**src/rtl/imem_loader.sv**
```systemverilog
// imem_loader: boot-time instruction memory writer.
// Takes a byte stream over a valid/ready handshake. The stream is a 16-bit word
// count (low byte first) followed by the data bytes, least-significant byte of
// each word first. Each complete word is written to the instruction memory, and
// the CPU stays in reset until the whole image has been loaded.
// Optional feature: define IMEM_LOADER_CHECKSUM_EN to require a trailing XOR
// checksum byte after the data bytes.
module imem_loader #(
    parameter int unsigned DEPTH = 1024,
    parameter int unsigned WIDTH = 8
) (
    input  logic               clk,
    input  logic               rst_n,
    input  logic               start,
    input  logic [WIDTH-1:0]   in_data,
    input  logic               in_valid,
    output logic               in_ready,
    output logic               mem_we,
    output logic [4*WIDTH-1:0] mem_addr,
    output logic [4*WIDTH-1:0] mem_wdata,
    output logic               cpu_rst_n,
    output logic               busy,
    output logic               done,
    output logic               err
);

    localparam int unsigned AW = 4 * WIDTH;
    localparam int unsigned LW = 2 * WIDTH;

    typedef enum logic [2:0] {
        S_IDLE,
        S_LEN_LO,
        S_LEN_HI,
        S_DATA,
        S_WRITE,
        S_DONE,
`ifdef IMEM_LOADER_CHECKSUM_EN
        S_ERR,
        S_CHK
`else
        S_ERR
`endif
    } state_t;

    // State entered once the data bytes are finished (or when the length is zero).
`ifdef IMEM_LOADER_CHECKSUM_EN
    localparam state_t S_TAIL = S_CHK;
`else
    localparam state_t S_TAIL = S_DONE;
`endif

    state_t          state_q, state_d;
    logic            hs;
    logic            launch;
    logic [LW-1:0]   n_in;
    logic            len_too_big;
    logic [WIDTH-1:0] len_lo_q;
    logic [AW-1:0]   addr_q;
    logic [AW-1:0]   word_q;
    logic [LW-1:0]   words_left_q;
    logic [1:0]      lane_q;
    logic            rdy_d, we_d, busy_d, done_d, err_d, cpu_d;
`ifdef IMEM_LOADER_CHECKSUM_EN
    logic [WIDTH-1:0] chk_q;
`endif

    assign hs          = in_valid & in_ready;
    assign n_in        = {in_data, len_lo_q};
    assign len_too_big = (64'(n_in) << 2) > 64'(DEPTH);
    assign mem_addr    = addr_q;
    assign mem_wdata   = word_q;

    // State register
    always_ff @(posedge clk or negedge rst_n) begin
        if (!rst_n) state_q <= S_IDLE;
        else        state_q <= state_d;
    end

    // Next state, plus output values decoded from the next state
    always_comb begin
        state_d = state_q;
        launch  = 1'b0;
        rdy_d   = 1'b0;
        we_d    = 1'b0;
        busy_d  = 1'b0;
        done_d  = 1'b0;
        err_d   = 1'b0;
        cpu_d   = 1'b0;

        case (state_q)
            S_IDLE, S_DONE, S_ERR: begin
                if (start) begin
                    state_d = S_LEN_LO;
                    launch  = 1'b1;
                end
            end
            S_LEN_LO: if (hs) state_d = S_LEN_HI;
            S_LEN_HI: begin
                if (hs) begin
                    if (n_in == '0)       state_d = S_TAIL;
                    else if (len_too_big) state_d = S_ERR;
                    else                  state_d = S_DATA;
                end
            end
            S_DATA:  if (hs && lane_q == 2'd3) state_d = S_WRITE;
            S_WRITE: state_d = (words_left_q == LW'(1)) ? S_TAIL : S_DATA;
`ifdef IMEM_LOADER_CHECKSUM_EN
            S_CHK:   if (hs) state_d = (in_data == chk_q) ? S_DONE : S_ERR;
`endif
            default: state_d = S_IDLE;
        endcase

        case (state_d)
            S_LEN_LO, S_LEN_HI, S_DATA: begin
                rdy_d  = 1'b1;
                busy_d = 1'b1;
            end
`ifdef IMEM_LOADER_CHECKSUM_EN
            S_CHK: begin
                rdy_d  = 1'b1;
                busy_d = 1'b1;
            end
`endif
            S_WRITE: begin
                we_d   = 1'b1;
                busy_d = 1'b1;
            end
            S_DONE: begin
                done_d = 1'b1;
                cpu_d  = 1'b1;
            end
            S_ERR:   err_d = 1'b1;
            default: ;
        endcase
    end

    // Registered control outputs, so they always match the current state
    always_ff @(posedge clk or negedge rst_n) begin
        if (!rst_n) begin
            in_ready  <= 1'b0;
            mem_we    <= 1'b0;
            busy      <= 1'b0;
            done      <= 1'b0;
            err       <= 1'b0;
            cpu_rst_n <= 1'b0;
        end else begin
            in_ready  <= rdy_d;
            mem_we    <= we_d;
            busy      <= busy_d;
            done      <= done_d;
            err       <= err_d;
            cpu_rst_n <= cpu_d;
        end
    end

    // Length capture, word assembly, and write address / word counters
    always_ff @(posedge clk or negedge rst_n) begin
        if (!rst_n) begin
            len_lo_q     <= '0;
            addr_q       <= '0;
            word_q       <= '0;
            words_left_q <= '0;
            lane_q       <= '0;
        end else begin
            case (state_q)
                S_LEN_LO: if (hs) len_lo_q <= in_data;
                S_LEN_HI: begin
                    if (hs) begin
                        addr_q       <= '0;
                        words_left_q <= n_in;
                        lane_q       <= '0;
                    end
                end
                S_DATA: begin
                    if (hs) begin
                        for (int i = 0; i < 4; i++) begin
                            if (lane_q == 2'(i)) word_q[i*WIDTH +: WIDTH] <= in_data;
                        end
                        lane_q <= lane_q + 2'd1;
                    end
                end
                S_WRITE: begin
                    addr_q       <= addr_q + AW'(4);
                    words_left_q <= words_left_q - LW'(1);
                    lane_q       <= '0;
                end
                default: ;
            endcase
        end
    end

`ifdef IMEM_LOADER_CHECKSUM_EN
    // Running XOR of the data bytes; it restarts with each new load
    always_ff @(posedge clk or negedge rst_n) begin
        if (!rst_n)                    chk_q <= '0;
        else if (launch)               chk_q <= '0;
        else if (state_q == S_DATA && hs) chk_q <= chk_q ^ in_data;
    end
`else
    logic unused_launch;
    assign unused_launch = launch;
`endif

endmodule

```
**config.mk**
```make
export PLATFORM = sky130hd
export DESIGN_NAME = imem_loader
export DESIGN_NICKNAME = d
export VERILOG_FILES = /design/src/rtl/imem_loader.sv
export SDC_FILE = /design/constraint.sdc
export NUM_CORES = 1
export LEC_CHECK = 0
export ABC_AREA = 1
export ABC_CLOCK_PERIOD_IN_PS = 1800
export CAP_MARGIN = 25
export CELL_PAD_IN_SITES_DETAIL_PLACEMENT = 1
export CELL_PAD_IN_SITES_GLOBAL_PLACEMENT = 2
export CORE_ASPECT_RATIO = 0.5
export CORE_MARGIN = 10
export CORE_UTILIZATION = 31
export DETAILED_ROUTE_END_ITERATION = 7
export PLACE_DENSITY = 0.78
export SYNTH_ARGS = -nofsm -noshare
export SYNTH_HDL_FRONTEND = slang
export SYNTH_SLANG_ARGS = --single-unit
```
**constraint.sdc**
```tcl
create_clock -name clk -period 1.8 [get_ports clk]
set_input_delay 0.36 -clock clk [delete_from_list [all_inputs] [get_ports clk]]
set_output_delay 0.36 -clock clk [all_outputs]
set_load 0.005 [all_outputs]
```
; Word-level counts from Yosys, hierarchy flattened
; Index checks and enable logic that the tools add are counted.
[word_totals]
regBits = 98
[op_classes]
add_sub_neg = 3
n_lt_le_gt_ge = 1
n_eq_ne = 18
muxes = 20
bitwise_logic = 1
reduce_logical = 16
[op_table]
columns = operator, count
row1 = $pmux 32 s2, 1
row2 = $add 32x3->32 const B, 1
row3 = $mux 32, 1
row4 = $pmux 16 s2, 1
row5 = $mux 3, 7
row6 = $eq 3x3->1 const B, 6
row7 = $gt 18x11->1 const B, 1
row8 = $eq 16x1->1 const B, 1
row9 = $logic_not 16->1, 1
row10 = $mux 16, 1
row11 = $sub 16x1->16 const B, 1
row12 = $pmux 3 s5, 1
row13 = $reduce_and 3->1, 5
row14 = $eq 3x2->1 const B, 4
row15 = $eq 3x1->1 const B, 2
row16 = $pmux 2 s3, 1
row17 = $reduce_or 3->1, 2
row18 = $mux 1, 5
row19 = $eq 2x2->1 const B, 2
row20 = $mux 2, 2
row21 = $ne 2x2->1 const B, 2
row22 = $reduce_and 2->1, 2
row23 = $reduce_or 4->1, 1
row24 = $logic_not 3->1, 1
row25 = 7 further kinds, 7

; Longest topological paths before layout
; Gate-level depths: netlist of run 1.
[logic_depth]
ltp_word = 8
mapped_depth = 11
ltp_nobuf = 11

; Worst setup path after synthesis of run 1
; No wires, ideal clock.
[synth_path]
path_type = register to register
start = register addr_q[3], in the netlist mem_addr[3]
end = register addr_q[20], in the netlist mem_addr[20]
arrival_ps = 1456
path_slack_ps = 224
path_stages_with_launch = 9
path_buffers = 0
synth_period_minus_slack_ps = 1576
cell_sequence = dfrtp_1 > ha_1 > nand3_1 > nor2_2 > nand2_1 > nor2_2 > nand2_1 > o21ai_0 > inv_1
[synth_between]
elab_chain_cells = 2
[synth_lines]
columns = element, line
row1 = "start, declared", 58  ; logic [AW-1:0] addr_q;
row2 = "start signal, assigned", 183  ; addr_q <= addr_q + AW'(4);
row3 = $add 32x3->32, 183
row4 = $pmux 32 s2, 165  ; case (state_q)
; No other way between the ends.
; A chain may end at the register's enable or synchronous reset.

; Worst setup path in the final report of run 1
[layout_path]
start = register addr_q[7], in the netlist mem_addr[7]
end = output port mem_addr[7]
[layout_lines]
columns = element, line
row1 = "end, declared", 19  ; output logic [4*WIDTH-1:0] mem_addr,
; No word-level cell between the ends.

==> results of run 1 <==
routing by layer:
layer  GRT usage, %  vias up
li1               -     2333
met1           21.1     2334
met2           26.2       75
met3           4.86       13
met4           3.60        0
met5              0        -
cells by family (layout without fill, tap and decap cells):
logic type / after synthesis / count (layout) / share of synthesized area (%)
AND/OR/NAND/NOR: 331 / 331 / 28.9
adder cells (fa/ha/maj): 7 / 7 / 1.79
buffers and inverters: 89 / 221 / 7.38
XOR/XNOR: 3 / 3 / 0.539
flip-flops: 96 / 96 / 49.2
other: 1 / 3 / 0.0768
AO/OA/AOI/OAI: 104 / 104 / 11.7
multiplexers: 2 / 2 / 0.410
cell type report:
type	instances	area, um2
fillers	1869	8720
flip-flops and latches	96	2410
multi-input cells	449	2160
repair buffers	135	1270
inverters	70	263
well taps	204	255
clock buffers	9	225
clock inverters	7	95.1
diodes	1	2.50
power by group:
group          total [uW]  internal, uW  switching [uW]
Clock                2080          1120             961
Sequential           3800          3000             793
Combinational        4080          2010            2070
Total                9960          6140            3820
worst max-delay path, stage by stage (launching register included):
cell	delay, ns
dfrtp_1	0.37
buf_4	0.15
clkdlybuf4s50_1	0.50
worst max-delay path by stage:
stage / cells past startpoint / start / slack, ns / to
3_5_place_dp: 9 / in_data[4] / -0.19 / busy
5_1_grt: 9 / state_q[1] / 0.003 / mem_addr[29]
2_1_floorplan: 8 / mem_addr[3] / 0.22 / mem_addr[20]
3_3_place_gp: 9 / in_data[4] / -0.15 / busy
4_1_cts: 1 / in_ready / 0.005 / in_ready
6_report: 2 / mem_addr[7] / 0.08 / mem_addr[7]
state kept, by name (all words and copies together), names as in the netlist:
name,count
mem_wdata,32
lane_q,2
state_q,3
in_ready,1
mem_addr,30
words_left_q,16
busy,1
err,1
len_lo_q,8
mem_we,1
done,1
stage by stage:
| stage | hold slack (ns) | cell area (um2) | total power, uW | cells | setup WS [ns] |
|---|---|---|---|---|---|
| 3_5_place_dp | 0.332 | 6270 | 7900 | 949 | -0.193 |
| 6_report | 0.488 | 6690 | 9960 | 971 | 0.0769 |
| 3_3_place_gp | 0.327 | 6270 | 7760 | 949 | -0.147 |
| 5_1_grt | 0.510 | 6690 | 10800 | 970 | 0.00277 |
| 2_1_floorplan | 0.0644 | 4880 | 5580 | 634 | 0.224 |
| 4_1_cts | 0.491 | 6610 | 10000 | 966 | 0.00509 |
cell usage after synthesis:
master    count
a21o_1        1
a21oi_1      10
a22o_1        1
a31oi_1       1
and3_1        1
buf_2         5
buf_4         5
clkbuf_1      8
clkbuf_2      1
conb_1        1
dfrtp_1      96
ha_1          7
inv_1        68
inv_2         2
mux2i_1       2
nand2_1     172
nand2_2       1
nand2_4       1
nand3_1      61
nand3b_1      1
nand4_1      13
nor2_1       60
nor2_2        5
nor2_4        1
nor2b_1       1
nor3_1       13
o211ai_1      7
o21ai_0      75
o21bai_1      1
o221ai_1      5
o22ai_1       3
or2_2         1
xnor2_1       1
xor2_1        2
repair_timing:
action | in CTS | in global routing
pin swaps | 0 | 3
hold buffers | 1 | 0
endpoints found under the hold margin | 26 | 0
setup endpoints to repair | 2 | 25
gates cloned | 0 | 0
setup buffers | 0 | 4
gates resized for setup | 2 | 16
==> impl_metrics.env, run 1 <==
export IMPL_status="finished clean"
export IMPL_skew_ns=0.0135
export IMPL_drtIter0Drc=270
export IMPL_holdPathEnd="mem_wdata[24]"
export IMPL_yosys_warnings=0
export IMPL_cts_path_max_buffers=2
export IMPL_dr_total_vias=4755
export IMPL_start_util_pct=31.7
export IMPL_p_leak_uw=0.00303
export IMPL_timing_fmax_ghz=0.580
export IMPL_power_density_nw_per_um2=1490
export IMPL_ys_seq_area_share_pct=49.2
export IMPL_die_x_um=197
export IMPL_drive_gt1_share_pct=12.9
export IMPL_cts_clk_slew_worst_paths_ns=0.07
export IMPL_clock_latency_ns=0.35
export IMPL_core_area_um2=15400
export IMPL_rsz0062_at_grt="false"
export IMPL_cts_buffers_inserted=9
export IMPL_clock_sinks=96
export IMPL_r2r_start="state_q[1]"
export IMPL_rows=32
export IMPL_hold_start="mem_wdata[24]"
export IMPL_vias_per_cell=4.90
export IMPL_critPathKind="flop to primary output"
export IMPL_netlist_area_um2=4880
export IMPL_endpoint_kind="primary output"
export IMPL_io_buffers=79
export IMPL_yosysTopAreaCellShare_pct=49.2
export IMPL_reg2reg_depth=9
export IMPL_grt_pass1_wl_um=27600
export IMPL_cp_max_fo=3
export IMPL_synthTopCellsByArea="dfrtp_1 49%, nand2_1 13%, o21ai_0 7.7%"
export IMPL_grt_use_total_pct=16.2
export IMPL_post_route_min_period_ns=1.72
export IMPL_reg2reg_to="mem_addr[21]"
export IMPL_final_common_cell="nand2_1"
export IMPL_grt_pass1_vias=5069
export IMPL_peakVddDrop_mv=0.694
export IMPL_finalWirelength_um=16900
export IMPL_r2r_slack_ns=0.13
export IMPL_hold_class="flop to flop"
export IMPL_ant_nets=0
export IMPL_required_ns=1.44
export IMPL_top_layer_used="met4"
export IMPL_cts_root_buf="clkbuf_16"
export IMPL_met3_length_um=957
export IMPL_startpoint_type="flop"
export IMPL_maxCapViolCount=0
export IMPL_drt_met1_wl_um=8210
export IMPL_wl_met2_um=7570
export IMPL_route_detailed_drc=0
export IMPL_cp_data_arrival_time_ns=1.36
export IMPL_nets=780
export IMPL_synth_cell_type_count=34
export IMPL_fin_tns_setup_ns=0
export IMPL_syn_inst=633
export IMPL_dr_pass1_iters=4
export IMPL_period_share_pct=95.7
export IMPL_slew_violations=0
export IMPL_synth_seq_cells=96
export IMPL_hpwl_um=12500
export IMPL_areaGrowthSynthToFinish_pct=37.1
export IMPL_avgSynthCellArea_um2=7.71
export IMPL_cts_tree="built"
export IMPL_min_path_cells=2
export IMPL_io_pins=82
export IMPL_antenna_found_initial=0
export IMPL_final_cell_mix="172 x nand2_1, 88 x dfrtp_1, 78 x clkdlybuf4s50_1, 75 x o21ai_0, 68 x inv_1"
export IMPL_grt_ovfl_total=0
export IMPL_post_drt_wl_per_cell_um=17.4
export IMPL_synth_top_cell_by_area="dfrtp_1"
export IMPL_final_util_pct=43.4
export IMPL_gp_congestion=0.815
export IMPL_setup_viol=0
export IMPL_htreeDepth=3
export IMPL_grt_max_degree=35
export IMPL_die_area_um2=21500
export IMPL_hold_viol_final=0
export IMPL_die_height_um=109
No activity file was read; power rests on OpenSTA's default activity.
==> inputs of run 2 (changes only) <==
- REMOVE_ABC_BUFFERS: unset -> 1
==> run 2 against run 1 <==
  * Hold slack improved by 0.0026 ns
  * Sequential share of layout area increased by 0.28 points
  * Combinational power decreased by 1%
  * Maximum frequency decreased by 0.13%
  * Sequential power about the same
  * Setup slack got worse by 0.0023 ns
  * Global-route usage decreased by 0.092 points
  * Flip-flop and latch count unchanged
  * Highest routed layer unchanged
==> impl_metrics.env, run 2 (synthesized netlist as in run 1, its figures left out) <==
export IMPL_die_area_um2=21500
export IMPL_die_x_um=197
export IMPL_cp_data_arrival_time_ns=1.37
export IMPL_io_pins=82
export IMPL_vias_per_cell=4.89
export IMPL_cp_max_fo=10
export IMPL_start_util_pct=31.7
export IMPL_grt_pass1_vias=5082
export IMPL_finalWirelength_um=16800
export IMPL_fillerInstances=1874
export IMPL_clock_sinks=96
export IMPL_crit_path_top_delay_cell="clkdlybuf4s50_1"
export IMPL_io_buffers=79
export IMPL_cts_clk_slew_worst_paths_ns=0.08
export IMPL_die_height_um=109
export IMPL_final_common_cell="nand2_1"
export IMPL_cts_root_buf="clkbuf_16"
export IMPL_drtIter0Drc=187
export IMPL_clock_latency_ns=0.36
export IMPL_nets=781
export IMPL_combPwrFrac_pct=41.3
export IMPL_post_route_min_period_ns=1.73
export IMPL_gp_congestion=0.803
export IMPL_endpoint_kind="primary output"
export IMPL_final_cells=971
export IMPL_startpoint_type="flop"
export IMPL_fin_tns_setup_ns=0
export IMPL_slew_violations=0
export IMPL_peakVddDrop_mv=0.567
export IMPL_hpwl_um=12600
export IMPL_hold_viol_final=0
export IMPL_antenna_found_initial=0
export IMPL_dp_cells=952
export IMPL_worstPathCellList="clkdlybuf4s50_1"
export IMPL_cts_path_max_buffers=2
export IMPL_grt_pass1_wl_um=27400
export IMPL_post_drt_wl_per_cell_um=17.3
export IMPL_p_sw_uw=3800
export IMPL_setup_viol=0
export IMPL_areaGrowthSynthToFinish_pct=35.9
export IMPL_rows=32
export IMPL_power_frac_clock_pct=20.0
export IMPL_antenna_cells=0
export IMPL_hold_class="flop to flop"
export IMPL_maxCapViolCount=0
export IMPL_largest_register_ff_count=32
export IMPL_seqPwrFrac_pct=38.7
export IMPL_skew_ns=0.0121
export IMPL_crit_family="buffers and inverters"
export IMPL_cts_tree="built"
export IMPL_grt_ovfl_total=0
export IMPL_critPathKind="flop to primary output"
export IMPL_timing_fmax_ghz=0.580
export IMPL_slowest_delay_ns=0.55
export IMPL_grt_max_degree=35
export IMPL_required_ns=1.44
export IMPL_cts_buffers_inserted=9
export IMPL_route_detailed_drc=0
export IMPL_grt_use_total_pct=16.1
export IMPL_p_leak_uw=0.00304
export IMPL_dr_pass1_iters=4
export IMPL_path_buf_inv=1
export IMPL_rsz0062_at_grt="true"
export IMPL_final_cell_mix="172 x nand2_1, 90 x dfrtp_1, 77 x clkdlybuf4s50_1, 75 x o21ai_0, 67 x inv_1"
export IMPL_status="finished clean"
export IMPL_power_density_nw_per_um2=1470
export IMPL_p_int_uw=5970
export IMPL_drive_gt1_share_pct=12.4
export IMPL_multiInputGateArea_um2=2140
export IMPL_htreeDepth=3
export IMPL_core_area_um2=15400
export IMPL_area_sequential_um2=2410
export IMPL_netSwitchingFraction_pct=38.9
export IMPL_ant_nets=0
export IMPL_dr_total_vias=4751
export IMPL_period_share_pct=95.9
run 2: timing repair:
| action | 4_1_cts | 5_1_grt |
|---|---|---|
| hold buffers | 1 | 0 |
| endpoints found under the hold margin | 30 | 0 |
| setup buffers | 0 | 2 |
| resized for setup | 3 | 10 |
| endpoints found under the setup margin | 3 | 10 |
run 2: area by class of cell:
class                           instances  share of cell area, %
Sequential cell                        96                   36.3
Multi-Input combinational cell        449                   32.2
Timing Repair Buffer                  136                   19.2
Inverter                               70                   3.96
Tap cell                              204                   3.85
Clock buffer                            9                   3.40
Clock inverter                          7                   1.06
run 2: power by group through the flow:
| stage | Sequential, uW | Combinational, uW | Clock (uW) |
|---|---|---|---|
| CTS | 3790 | 4100 | 2010 |
| finish | 3780 | 4030 | 1960 |
| global placement | 3790 | 3940 | 0 |
| global route | 3930 | 4610 | 2090 |
| detailed placement | 3800 | 4070 | 0 |
| floorplan | 3690 | 1810 | 0 |
run 2: stage by stage:
step / area [um2] / util, % / worst slack, ns / hold WS [ns] / total power, uW
after global placement: 6280 / 40.8 / -0.152 / 0.357 / 7730
after CTS: 6590 / 42.8 / 0.00804 / 0.499 / 9890
final: 6630 / 43.0 / 0.0746 / 0.491 / 9780
after detailed placement: 6280 / 40.8 / -0.189 / 0.354 / 7870
after floorplan: 4790 / - / -0.0501 / 0.0644 / 5500
after global routing: 6630 / 43.0 / -0.00239 / 0.519 / 10600
run 2: tightest hold or removal path, cell delays in order, from the launching register on:
cell and delay (ns):
dfrtp_1 0.35, nand2_1 0.05, o21ai_0 0.06
run 2: path summary, 6_finish.rpt:
check / slack, ns / from / cells after the start / to
setup / recovery: 0.07 / mem_addr[23] / 1 / mem_addr[23]
hold / removal: 0.49 / mem_wdata[25] / 2 / mem_wdata[25]
setup reg to reg: 0.14 / mem_addr[2] / 9 / mem_addr[22]
hold reg to reg: 0.49 / mem_wdata[25] / 2 / mem_wdata[25]
max in group asynchronous: 0.71 / rst_n / 3 / mem_addr[23]
min in group asynchronous: 0.51 / rst_n / 2 / mem_wdata[16]
run 2: routing by layer:
layer / vias to the layer above / global-route usage [%] / wire length (um)
met5: - / 0 / 0
met4: 0 / 3.98 / 218
met3: 18 / 5.72 / 1060
met2: 69 / 26.5 / 7500
met1: 2343 / 20.0 / 7980
li1: 2321 / - / -
==> patch (config.mk and constraints of run 1) <==
Change the parameter `DEPTH` from 1024 to 768.
--- a/src/rtl/imem_loader.sv
+++ b/src/rtl/imem_loader.sv
@@ -6,7 +6,7 @@
 // Optional feature: define IMEM_LOADER_CHECKSUM_EN to require a trailing XOR
 // checksum byte after the data bytes.
 module imem_loader #(
-    parameter int unsigned DEPTH = 1024,
+    parameter int unsigned DEPTH = 768,
     parameter int unsigned WIDTH = 8
 ) (
     input  logic               clk,
Function: changed (Yosys sat finds a counterexample within 4 cycles, from zero or initial values and one cycle with rst_n low).
==> patch against run 1 <==
Wire length decreased by 3.0%; critical endpoint is now mem_addr[27]; clock power increased by 2%; setup slack got worse by 0.013 ns; fmax decreased by 0.75%; area after synthesis increased by 3.9%; power decreased by 4.1%; sequential share of layout area decreased by 0.15 points; synthesized cell count increased by 5.4%; count of clock-buffer cells in the layout unchanged; non-clock buffer count decreased by 20; clock skew decreased by 0.0043 ns; sequential cell count unchanged; final area about the same.
==> patch: results (changes against run 1) <==
stage	metric	value	unit	change
layout	share of cells above drive strength 1	10.4	%	was 12.9%
routing	number of DRC markers in iteration 0	157		was 270
layout	# diodes	0		was 1
global_routing	global-route wire length before repair	27300	um	was 27600 um
yosys	Cells after Synth	667		was 633
pwr	VDD IR max	0.551	mV	was 0.694 mV
critical_path	r2r worst-path depth	7		was 9
critical_path	r2r endpoint	mem_addr[24]		was mem_addr[21]
critical_path	WP data arrival	1.38	ns	was 1.36 ns
run_status	status	completed		unchanged
yosys	Synth top cells by count	nand2_1, dfrtp_1, nor2_1		was nand2_1, dfrtp_1, o21ai_0
timing	Clock Skew	0.00919	ns	was 0.0135 ns
pwr	internal power	0.00593	W	was 0.00614 W
yosys	Seq/Total Area, Yosys	47.4	%	was 49.2%
routing	final WL	16400	um	was 16900 um
yosys	Yosys cell types	41		was 34
yosys	synth top area cells	dfrtp_1, nand2_1, nand3_1, o21ai_0, nor2_1		was dfrtp_1, nand2_1, o21ai_0, nand3_1, inv_1
global_routing	largest net degree at the start of global routing	37		was 35
layout	Final #Nets	796		was 780
critical_path	Max stage delay on crit path	0.56	ns	was 0.50 ns
pwr	Leak Pwr	3.09	nW	was 3.03 nW
placed_design	Post-DP HPWL	12500	um	about the same
pwr	Clk. pwr	0.00213	W	was 0.00208 W
pwr	sequential power	0.00373	W	was 0.00380 W
min_path	start point of the worst hold path	mem_wdata[4]		was mem_wdata[24]
timing	Period minus WS final	1.74	ns	was 1.72 ns
placed_design	number of cells after detailed placement	986		was 949
global_routing	GRT Overall Usage	15.1	%	was 16.2%
min_path	Hold Path Sink	mem_wdata[4]		was mem_wdata[24]
pwr	Logic power comb	0.00368	W	was 0.00408 W
critical_path	crit-path max FO	7		was 3
placed_design	GP Congestion	0.789		was 0.815
placed_design	worst slack at placement	-0.150	ns	was -0.193 ns
routing	routed via count	4701		was 4755
[patch: cell type report]
class | instances | area share [%]
clock buffers | 9 | 3.36
clock inverters | 6 | 1.36
inverters | 79 | 4.47
multi-input cells | 476 | 34.0
flip-flops and latches | 96 | 35.9
well taps | 221 | 4.13
repair buffers | 115 | 16.8
[patch: what timing repair did]
action	4_1_cts	5_1_grt
resized for setup	1	4
setup endpoints to repair	1	6
hold buffers	1	0
setup buffers	0	0
endpoints found under the hold margin	31	0
[patch: cells by family (layout without fill, tap and decap cells)]
| group | after synthesis | count (layout) | share of synthesized area (%) |
|---|---|---|---|
| buffers and inverters | 96 | 209 | 8.07 |
| AND/OR/NAND/NOR | 366 | 366 | 31.2 |
| XOR/XNOR | 4 | 4 | 0.691 |
| other | 1 | 2 | 0.0739 |
| multiplexers | 1 | 1 | 0.197 |
| adder cells (fa/ha/maj) | 7 | 7 | 1.73 |
| AO/OA/AOI/OAI | 96 | 96 | 10.7 |
| flip-flops | 96 | 96 | 47.4 |
[patch: through the flow]
step	area (um2)	util, %	hold slack, ns
3_3_place_gp	6360	40.4	0.379
6_report	6690	42.5	0.486
2_1_floorplan	5080	-	0.0644
3_5_place_dp	6360	40.4	0.378
5_1_grt	6690	42.5	0.517
4_1_cts	6680	42.5	0.491
[patch: metal layers]
layer | vias to the layer above | GRT usage (%) | share of wire, %
met5 | - | 0 | 0
met4 | 0 | 3.19 | 0.82
met3 | 11 | 4.78 | 5.1
met2 | 68 | 23.9 | 45
met1 | 2259 | 19.6 | 49
li1 | 2363 | - | -
